==> src/rtl/l2cache_writeback_buffer_pkg.sv <==
// Shared L2 definitions: drain FSM encoding, line offset width, line width macro.
// The optional query forwarding port is enabled by WBUF_FORWARD_EN.
`ifndef L2_LINE_W
`define L2_LINE_W(wn) (32*(wn))
`endif

package l2cache_writeback_buffer_pkg;

    localparam int WORD_W = 32;

    typedef enum logic [1:0] {
        ST_IDLE,
        ST_ADDR,
        ST_DATA,
        ST_RESP
    } wb_state_e;

    function automatic int line_off_w(input int word_num);
        return $clog2(word_num * 4);
    endfunction

endpackage

==> src/rtl/l2cache_wbuf_fifo.sv <==
// Dirty victim storage: pointers, occupancy and per-entry address comparators.
// WBUF_FORWARD_EN adds the youngest-match line output.
module l2cache_wbuf_fifo
    import l2cache_writeback_buffer_pkg::*;
#(
    parameter int addr_width = 32,
    parameter int word_num   = 16,
    parameter int depth_log  = 2
) (
    input  logic                           clk,
    input  logic                           rst,
    input  logic                           push_i,
    input  logic [addr_width-1:0]          push_addr_i,
    input  logic [`L2_LINE_W(word_num)-1:0] push_data_i,
    input  logic                           pop_i,
    output logic [addr_width-1:0]          head_addr_o,
    output logic [`L2_LINE_W(word_num)-1:0] head_data_o,
    output logic [depth_log:0]             count_o,
    output logic                           full_o,
    input  logic [addr_width-1:0]          query_addr_i,
    output logic                           query_hit_o
`ifdef WBUF_FORWARD_EN
    ,
    output logic [`L2_LINE_W(word_num)-1:0] query_data_o
`endif
);

    localparam int DEPTH = 1 << depth_log;
    localparam int OFF_W = line_off_w(word_num);
    localparam int LW    = `L2_LINE_W(word_num);

    logic [addr_width-1:0] addr_q [DEPTH];
    logic [LW-1:0]         data_q [DEPTH];
    logic [DEPTH-1:0]      valid_q;
    logic [depth_log-1:0]  wr_ptr_q;
    logic [depth_log-1:0]  rd_ptr_q;
    logic [depth_log:0]    count_q;
    logic [depth_log:0]    count_d;
    logic [DEPTH-1:0]      match;

    always_comb begin
        count_d = count_q;
        case ({push_i, pop_i})
            2'b10:   count_d = count_q + 1'b1;
            2'b01:   count_d = count_q - 1'b1;
            default: count_d = count_q;
        endcase
    end

    always_ff @(posedge clk or posedge rst) begin
        if (rst) begin
            wr_ptr_q <= '0;
            rd_ptr_q <= '0;
            count_q  <= '0;
            valid_q  <= '0;
        end else begin
            count_q <= count_d;
            if (push_i) begin
                wr_ptr_q          <= wr_ptr_q + 1'b1;
                valid_q[wr_ptr_q] <= 1'b1;
            end
            if (pop_i) begin
                rd_ptr_q          <= rd_ptr_q + 1'b1;
                valid_q[rd_ptr_q] <= 1'b0;
            end
        end
    end

    // Line storage needs no reset; valid_q gates every read.
    always_ff @(posedge clk) begin
        if (push_i) begin
            addr_q[wr_ptr_q] <= push_addr_i;
            data_q[wr_ptr_q] <= push_data_i;
        end
    end

    assign head_addr_o = addr_q[rd_ptr_q];
    assign head_data_o = data_q[rd_ptr_q];
    assign count_o     = count_q;
    assign full_o      = (count_q == (depth_log+1)'(DEPTH));

    always_comb begin
        match = '0;
        for (int i = 0; i < DEPTH; i++) begin
            match[i] = valid_q[i] &&
                (((addr_q[i] ^ query_addr_i) >> OFF_W) == '0);
        end
    end

    assign query_hit_o = |match;

`ifdef WBUF_FORWARD_EN
    // Walk oldest to youngest so the last match wins.
    always_comb begin
        logic [depth_log-1:0] idx;
        idx          = '0;
        query_data_o = '0;
        for (int k = 0; k < DEPTH; k++) begin
            idx = rd_ptr_q + depth_log'(k);
            if (match[idx]) begin
                query_data_o = data_q[idx];
            end
        end
    end
`endif

endmodule

==> src/rtl/l2cache_writeback_buffer.sv <==
// L2 write-back buffer: queues dirty victims and drains them as write bursts.
// WBUF_FORWARD_EN adds wbuf_query_data so misses can refill from the buffer.
module l2cache_writeback_buffer
    import l2cache_writeback_buffer_pkg::*;
#(
    parameter int addr_width = 32,
    parameter int word_num   = 16,
    parameter int depth_log  = 2
) (
    input  logic                           clk,
    input  logic                           rst,
    input  logic                           wbuf_push_valid,
    output logic                           wbuf_push_ready,
    input  logic                           wbuf_push_dirty,
    input  logic [addr_width-1:0]          wbuf_push_addr,
    input  logic [`L2_LINE_W(word_num)-1:0] wbuf_push_data,
    input  logic [addr_width-1:0]          wbuf_query_addr,
    output logic                           wbuf_query_hit,
    output logic                           mem_wr_req,
    output logic [addr_width-1:0]          mem_wr_addr,
    input  logic                           mem_wr_addr_ready,
    output logic                           mem_wr_valid,
    output logic [31:0]                    mem_wr_data,
    output logic                           mem_wr_last,
    input  logic                           mem_wr_data_ready,
    input  logic                           mem_wr_done,
    output logic                           wbuf_empty,
    output logic [depth_log:0]             wbuf_count
`ifdef WBUF_FORWARD_EN
    ,
    output logic [`L2_LINE_W(word_num)-1:0] wbuf_query_data
`endif
);

    localparam int LW = `L2_LINE_W(word_num);
    localparam int BW = (word_num > 1) ? $clog2(word_num) : 1;

    wb_state_e             state_q;
    wb_state_e             state_d;
    logic [BW-1:0]         beat_q;
    logic [BW-1:0]         beat_d;
    logic [addr_width-1:0] baddr_q;
    logic [LW-1:0]         bdata_q;
    logic                  latch;
    logic                  pop;
    logic                  push_en;
    logic                  full;
    logic [addr_width-1:0] head_addr;
    logic [LW-1:0]         head_data;
    logic [depth_log:0]    count;

    // Clean victims are acknowledged even when full; only dirty ones stall.
    assign wbuf_push_ready = !full || !wbuf_push_dirty;
    assign push_en = wbuf_push_valid && wbuf_push_dirty && !full;

    l2cache_wbuf_fifo #(
        .addr_width (addr_width),
        .word_num   (word_num),
        .depth_log  (depth_log)
    ) u_fifo (
        .clk          (clk),
        .rst          (rst),
        .push_i       (push_en),
        .push_addr_i  (wbuf_push_addr),
        .push_data_i  (wbuf_push_data),
        .pop_i        (pop),
        .head_addr_o  (head_addr),
        .head_data_o  (head_data),
        .count_o      (count),
        .full_o       (full),
        .query_addr_i (wbuf_query_addr),
        .query_hit_o  (wbuf_query_hit)
`ifdef WBUF_FORWARD_EN
        ,
        .query_data_o (wbuf_query_data)
`endif
    );

    always_comb begin
        state_d      = state_q;
        beat_d       = beat_q;
        latch        = 1'b0;
        pop          = 1'b0;
        mem_wr_req   = 1'b0;
        mem_wr_valid = 1'b0;
        mem_wr_last  = 1'b0;
        unique case (state_q)
            ST_IDLE: begin
                if (count != '0) begin
                    latch   = 1'b1;
                    state_d = ST_ADDR;
                end
            end
            ST_ADDR: begin
                mem_wr_req = 1'b1;
                if (mem_wr_addr_ready) begin
                    beat_d  = '0;
                    state_d = ST_DATA;
                end
            end
            ST_DATA: begin
                mem_wr_valid = 1'b1;
                mem_wr_last  = (beat_q == BW'(word_num - 1));
                if (mem_wr_data_ready) begin
                    if (mem_wr_last) begin
                        state_d = ST_RESP;
                    end else begin
                        beat_d = beat_q + 1'b1;
                    end
                end
            end
            ST_RESP: begin
                if (mem_wr_done) begin
                    pop     = 1'b1;
                    state_d = ST_IDLE;
                end
            end
        endcase
    end

    always_ff @(posedge clk or posedge rst) begin
        if (rst) begin
            state_q <= ST_IDLE;
            beat_q  <= '0;
            baddr_q <= '0;
            bdata_q <= '0;
        end else begin
            state_q <= state_d;
            beat_q  <= beat_d;
            if (latch) begin
                baddr_q <= head_addr;
                bdata_q <= head_data;
            end
        end
    end

    assign mem_wr_addr = baddr_q;
    assign mem_wr_data = bdata_q[{beat_q, 5'b0} +: 32];
    assign wbuf_empty  = (count == '0) && (state_q == ST_IDLE);
    assign wbuf_count  = count;

endmodule

==> config.mk <==
export PLATFORM = sky130hd
export DESIGN_NAME = l2cache_writeback_buffer
export DESIGN_NICKNAME = d
export VERILOG_FILES = /design/src/rtl/l2cache_writeback_buffer_pkg.sv /design/src/rtl/l2cache_wbuf_fifo.sv /design/src/rtl/l2cache_writeback_buffer.sv
export SDC_FILE = /design/constraint.sdc
export NUM_CORES = 2
export LEC_CHECK = 0
export CELL_PAD_IN_SITES_DETAIL_PLACEMENT = 1
export CELL_PAD_IN_SITES_GLOBAL_PLACEMENT = 1
export CORE_UTILIZATION = 45
export CTS_CLUSTER_DIAMETER = 60
export CTS_CLUSTER_SIZE = 10
export DETAILED_ROUTE_END_ITERATION = 6
export DONT_BUFFER_PORTS = 1
export PLACE_DENSITY = 0.77
export SETUP_SLACK_MARGIN = 0.1
export SLEW_MARGIN = 20
export SYNTH_ARGS = -nofsm -noshare
export SYNTH_HDL_FRONTEND = slang
export SYNTH_SLANG_ARGS = --single-unit
==> constraint.sdc <==
create_clock -name clk -period 24.5 [get_ports clk]
set_input_delay 3.675 -clock clk [delete_from_list [all_inputs] [get_ports clk]]
set_output_delay 3.675 -clock clk [all_outputs]
set_load 0.02 [all_outputs]
* Yosys cells after proc, flatten, opt, wreduce, memory -nomap -nowiden
Memory sizes are Yosys's and may differ from the RTL's. A register that Yosys moved wholly into a read port is not among the register bits. Index checks and enable logic that the tools add are counted.
Word-level totals: flip-flop bits (word level) 17, RAM bits 2176, input bits 583, logic and storage cells 88, memories 2
Operators by class: $add $sub $neg 5, order comparisons 4, equality and inequality tests 13, shift-type cells 1, mux-type cells 26, bitwise gates (word level) 7, reduce and logical (&&, ||, !) cells 24
Memories:
- u_fifo.data_q | depth 4, width 512, read ports 1, clocked after Yosys merged registers in 1, write ports 1, line l2cache_wbuf_fifo.sv:33 | logic [LW-1:0] data_q [DEPTH];
- u_fifo.addr_q | depth 4, width 32, read ports 5, clocked after Yosys merged registers in 1, write ports 1, line l2cache_wbuf_fifo.sv:32 | logic [addr_width-1:0] addr_q [DEPTH];
Operator list (count):
- indexed part select 512 x 10 -> 32 bit | 1
- zero test 32 bit | 4
- XOR 32 bit | 4
- two-way mux 4 bit | 5
- != test 2 bit (second input constant) | 6
- two-way mux 1 bit | 11
- two-way mux 2 bit | 5
- logical AND 1 bit | 9
- one-hot mux 2 bit (4 select lines) | 1
- one-hot mux 4 bit (2 select lines) | 1
- == test 2 bit (second input constant) | 3
- < comparator 2 x 3 -> 1 bit (second input constant) | 2
- one-hot mux 3 bit (2 select lines) | 1
- AND reduction 5 bit | 1
- adder 2 x 1 -> 2 bit (second input constant) | 2
- adder 4 x 1 -> 4 bit (second input constant) | 1
- bitwise AND 4 bit | 1
- demux 1 bit (select 2 bit) | 2
- == test 2 x 1 -> 1 bit (second input constant) | 2
- == test 4 bit (second input constant) | 1
- greater-or-equal comparator 2 x 1 -> 1 bit (second input constant) | 2
- NOT 4 bit | 1
- bitwise OR 4 bit | 1
- AND reduction 4 bit | 1
- 10 further kinds | 12

* Logic depth before layout (Yosys ltp)
depth in word-level cells 8, depth in mapped cells 9, depth with buffers taken out 9

* Cells and area by module
A second synthesis with hierarchy kept.
Unflattened totals: cell total of the unflattened synthesis 4651, area, all modules 105836.5 sq um
By module, submodules not included:
- l2cache_wbuf_fifo | times used 1, cells each 3048, area each 81225.4 sq um
- l2cache_writeback_buffer | times used 1, cells each 1603, area each 24611.1 sq um

* Least setup slack after synthesis
No wires, ideal clock.
kind input -> register, start input wbuf_push_dirty, end memory u_fifo.addr_q[0][0], enable pin, setup time 0.981 ns, data arrival time 16.373 ns, path slack 7.146 ns, stages on the path 3, path buffers 0, cell sequence nand2_1 -> a21oi_1 -> and2_1
Between the ends: word-level cells in the longest chain between the ends 4
RTL lines:
- start: declaration | line l2cache_writeback_buffer.sv:14 | input logic wbuf_push_dirty,
- logical AND 1 bit (2 in a row) | line l2cache_writeback_buffer.sv:54 | assign push_en = wbuf_push_valid && wbuf_push_dirty && !full;
- two-way mux 1 bit | line l2cache_wbuf_fifo.sv:71 | if (push_i) begin
- two-way mux 1 bit (not written as such) | line l2cache_wbuf_fifo.sv:72 | addr_q[wr_ptr_q] <= push_addr_i;
- end: declaration | line l2cache_wbuf_fifo.sv:32
Every way passes these cells.

* Worst setup path after layout
start register beat_q[0], end output mem_wr_data[26]
Between the ends: word-level cells in the longest chain between the ends 1
RTL lines:
- start: declaration | line l2cache_writeback_buffer.sv:40 | logic [BW-1:0] beat_q;
- start signal: assignment | line l2cache_writeback_buffer.sv:129 | beat_q <= beat_d;
- indexed part select 512 x 10 -> 32 bit | line l2cache_writeback_buffer.sv:138 | assign mem_wr_data = bdata_q[{beat_q, 5'b0} +: 32];
- end: declaration | line l2cache_writeback_buffer.sv:23 | output logic [31:0] mem_wr_data,
Every way passes these cells.

==> qor.csv <==
stage,metric,value,unit
global_route,track_usage,23.1,%
cells_and_area,regArea,0.0794,mm^2
detailed_routing,ant_nets,0,
timing,fin_ws,15.40,ns
run,drv_cap,0,
die,dieWidth,483,um
cells_and_area,syn2layout_area_growth,12.5,%
synthesis,syn_area_per_cell,23.5,um^2
power_and_ir_drop,p_sw,4.44,mW
placed_design,io_buffers,0,
detailed_routing,top_layer,met5,
setup_path,start_kind,flip-flop,
cells_and_area,nFillCells,19700,
power_and_ir_drop,pwr_density_cell,128,mW/mm^2
detailed_routing,drt-met1-wl,96200,um
die,dieArea,0.233,mm^2
clocking,cts_setup_buffers,0,
synthesis,synth_fp_nets,5038,
timing,max_freq,110,MHz
timing,skew,0.101,ns
detailed_routing,drt_first_pass_iters,5,
status,status,"complete, no violations",
min_path,hp-class,reg -> reg,
clocking,cts_root_buf,clkbuf_16,
detailed_routing,vias,46600,
power_and_ir_drop,seqPwrFrac,43.1,%
synthesis,synth_area,0.104,mm^2
synthesis,ys_warn_count,0,
die,core.rowCount,176,
power_and_ir_drop,total_power,15.0,mW
cells_and_area,drive_above_1_share,34.9,%
synthesis,synth_seq_cells,2737,
global_route,antenna_found_initial,55,
timing,drv_slew,0,
setup_path,path_max_fanout,29,
synthesis,synth_area_leaders,"edfxtp_1 (63%), mux4_2 (15%), dfrtp_1 (13%), mux2_2 (5.9%), buf_2 (0.55%)",
clocking,cts_buffer_depth,4,
power_and_ir_drop,p_comb_share,27.8,%
timing,hold_viol,0,
power_and_ir_drop,pwr-share-clk,29.1,%
cells_and_area,multiInputGateArea,0.0237,mm^2
timing,relSlewSlack,28.1,%
synthesis,synth_edf_count,2176,
timing,tns,0,ns
clocking,htree_num_levels,5,
timing,worstMarginPinSlew,1.08,ns
die,num_io_pins,656,
synthesis,synth_top_area_share,62.7,%
synthesis,synth_area_leader_cell,edfxtp_1,
synthesis,ys.flop_type,edfxtp_1,
timing,grt_setup_unrepaired,no,
die,start_util,45.3,%
power_and_ir_drop,peakVddDrop,0.0977,mV
detailed_routing,routedWlPerCell,33.7,um
detailed_routing,drtIter0Drc,3822,
global_route,gr-total-overflow,0,
detailed_routing,route.detailed.drc,0,
die,core_area,0.230,mm^2
setup_path,criticalPathCategory,reg -> out,
detailed_routing,dr_wl_met3,27700,um
setup_path,required,20.82,ns
synthesis,ys_seq_area_share,76.2,%
clocking,clock_latency,0.98,ns
synthesis,syn_inst,4439,
global_route,grt_pass1_wl,383000,um
clocking,cts.sinks,2737,
global_route,grt_max_degree,133,
setup_path,critPathCaptureType,output port,
placed_design,dp_slack,15.87,ns
clocking,cts_hold_buf,0,
synthesis,ys_types,32,
detailed_routing,viasPerCell,5.87,
clocking,tritoncts,built,
die,die_h,483,um
detailed_routing,totalWireLength,267000,um
synthesis,async_flop_share,20.5,%
power_and_ir_drop,switching_share,29.6,%
synthesis,synth.most_common_cell,edfxtp_1,
timing,final.period_utilization,37.1,%
timing,finalSetupViolCount,0,
placed_design,dpl.hpwl,167000,um
synthesis,ys_top_cells_by_count,"edfxtp_1 (2,176), mux4_2 (704), dfrtp_1 (561), mux2_2 (544), buf_2 (115)",
cells_and_area,nets,5215,
clocking,cts-resized-gates,0,
clocking,cts_buffers,330,
global_route,first_global_vias,51500,
detailed_routing,dr_wl_met2,132000,um
clocking,path_clk_slew,0.06,ns
placed_design,gp_congestion,0.844,
setup_path,worstPathArrival,5.42,ns
power_and_ir_drop,p_leak,38.4,nW
timing,final.min_clock_period,9.10,ns
power_and_ir_drop,p_int,10.5,mW
## through the flow
| step | cells | instance area, um^2 | hold slack, ns | utilization, % |
|---|---|---|---|---|
| after global routing | 7939 | 117000 | 0.512 | 50.9 |
| after CTS | 7886 | 117000 | 0.503 | 50.9 |
| after detailed placement | 7310 | 108000 | 0.490 | 46.8 |
| final | 7942 | 117000 | 0.498 | 50.9 |
| after floorplan | 4439 | 104000 | 0.474 | - |
| after global placement | 7310 | 108000 | 0.482 | 46.8 |
## layout by cell type (no fill, tap or decap), drive strengths merged, types with 2 or more instances in the layout
master,Yosys,final
edfxtp,2176,2176
clkinvlp,0,3
dfrtp,561,561
nor4,12,12
and2,5,5
mux2i,2,2
mux4,704,704
clkinv,0,3
xnor2,63,63
nand4,22,22
xor2,48,48
a2bb2oi,4,4
nand2,7,7
ha,15,15
buf,146,77
mux2,544,544
nand3,3,3
inv,13,23
nor3,5,5
bufinv,0,2
clkbuf,86,558
nor2,6,6
diode,0,56
o21ai,8,8
## final cells by class
cell class	count	share of cell area, %
antenna	56	0.120
clock inverter	18	0.176
clock buffer	558	7.89
inverter	13	0.0480
sequential	2737	67.7
tap	3026	3.23
multi-input combinational	1457	20.2
timing repair buffer	77	0.582
## power groups by stage
stage	Clock (mW)	Sequential (mW)	Combinational, mW
CTS	4.44	6.46	4.29
global route	4.61	6.54	4.43
detailed placement	0	6.53	4.25
finish	4.36	6.46	4.16
global placement	0	6.45	4.14
floorplan	0	6.52	3.08
## routing by layer
layer / track usage (%) / vias up
met5: 0 / -
met4: 9.27 / 12
met3: 8.96 / 433
met2: 37.7 / 1909
met1: 27.4 / 25400
li1: - / 18800
## worst paths after layout
kind / start / to / slack, ns / cells past startpoint
setup / recovery: beat_q[0] / mem_wr_data[26] / 15.40 / 5
hold / removal: bdata_q[508] / bdata_q[508] / 0.50 / 1
setup reg to reg: u_fifo.count_o[0] / bdata_q[454] / 18.55 / 7
hold reg to reg: bdata_q[508] / bdata_q[508] / 0.50 / 1
max in group asynchronous: rst / bdata_q[393] / 18.64 / 4
min in group asynchronous: rst / bdata_q[178] / 2.73 / 1
## state kept, by name, indices dropped and copies added (netlist names)
signal           count
bdata_q            512
beat_q               4
mem_wr_addr         32
state_q              2
u_fifo.addr_q      128
u_fifo.count_o       3
u_fifo.data_q     2048
u_fifo.rd_ptr_q      2
u_fifo.valid_q       4
u_fifo.wr_ptr_q      2
## cell families after synthesis
| family | Yosys count | share of synthesized area [%] |
|---|---|---|
| AO/OA/AOI/OAI | 16 | 0.101 |
| flip-flops | 2737 | 76.2 |
| AND/OR/NAND/NOR | 64 | 0.348 |
| XOR/XNOR | 111 | 0.933 |
| adder cells (fa/ha/maj) | 16 | 0.199 |
| multiplexers | 1250 | 21.1 |
| buffers and inverters | 245 | 1.11 |
## critical path: stages, from the launching register on
cell	delay (ns)
dfrtp_4	0.78
buf_4	0.67
buf_4	0.74
buf_4	0.74
mux4_2	0.74
mux4_2	0.69
No activity file was read; power rests on OpenSTA's default activity.
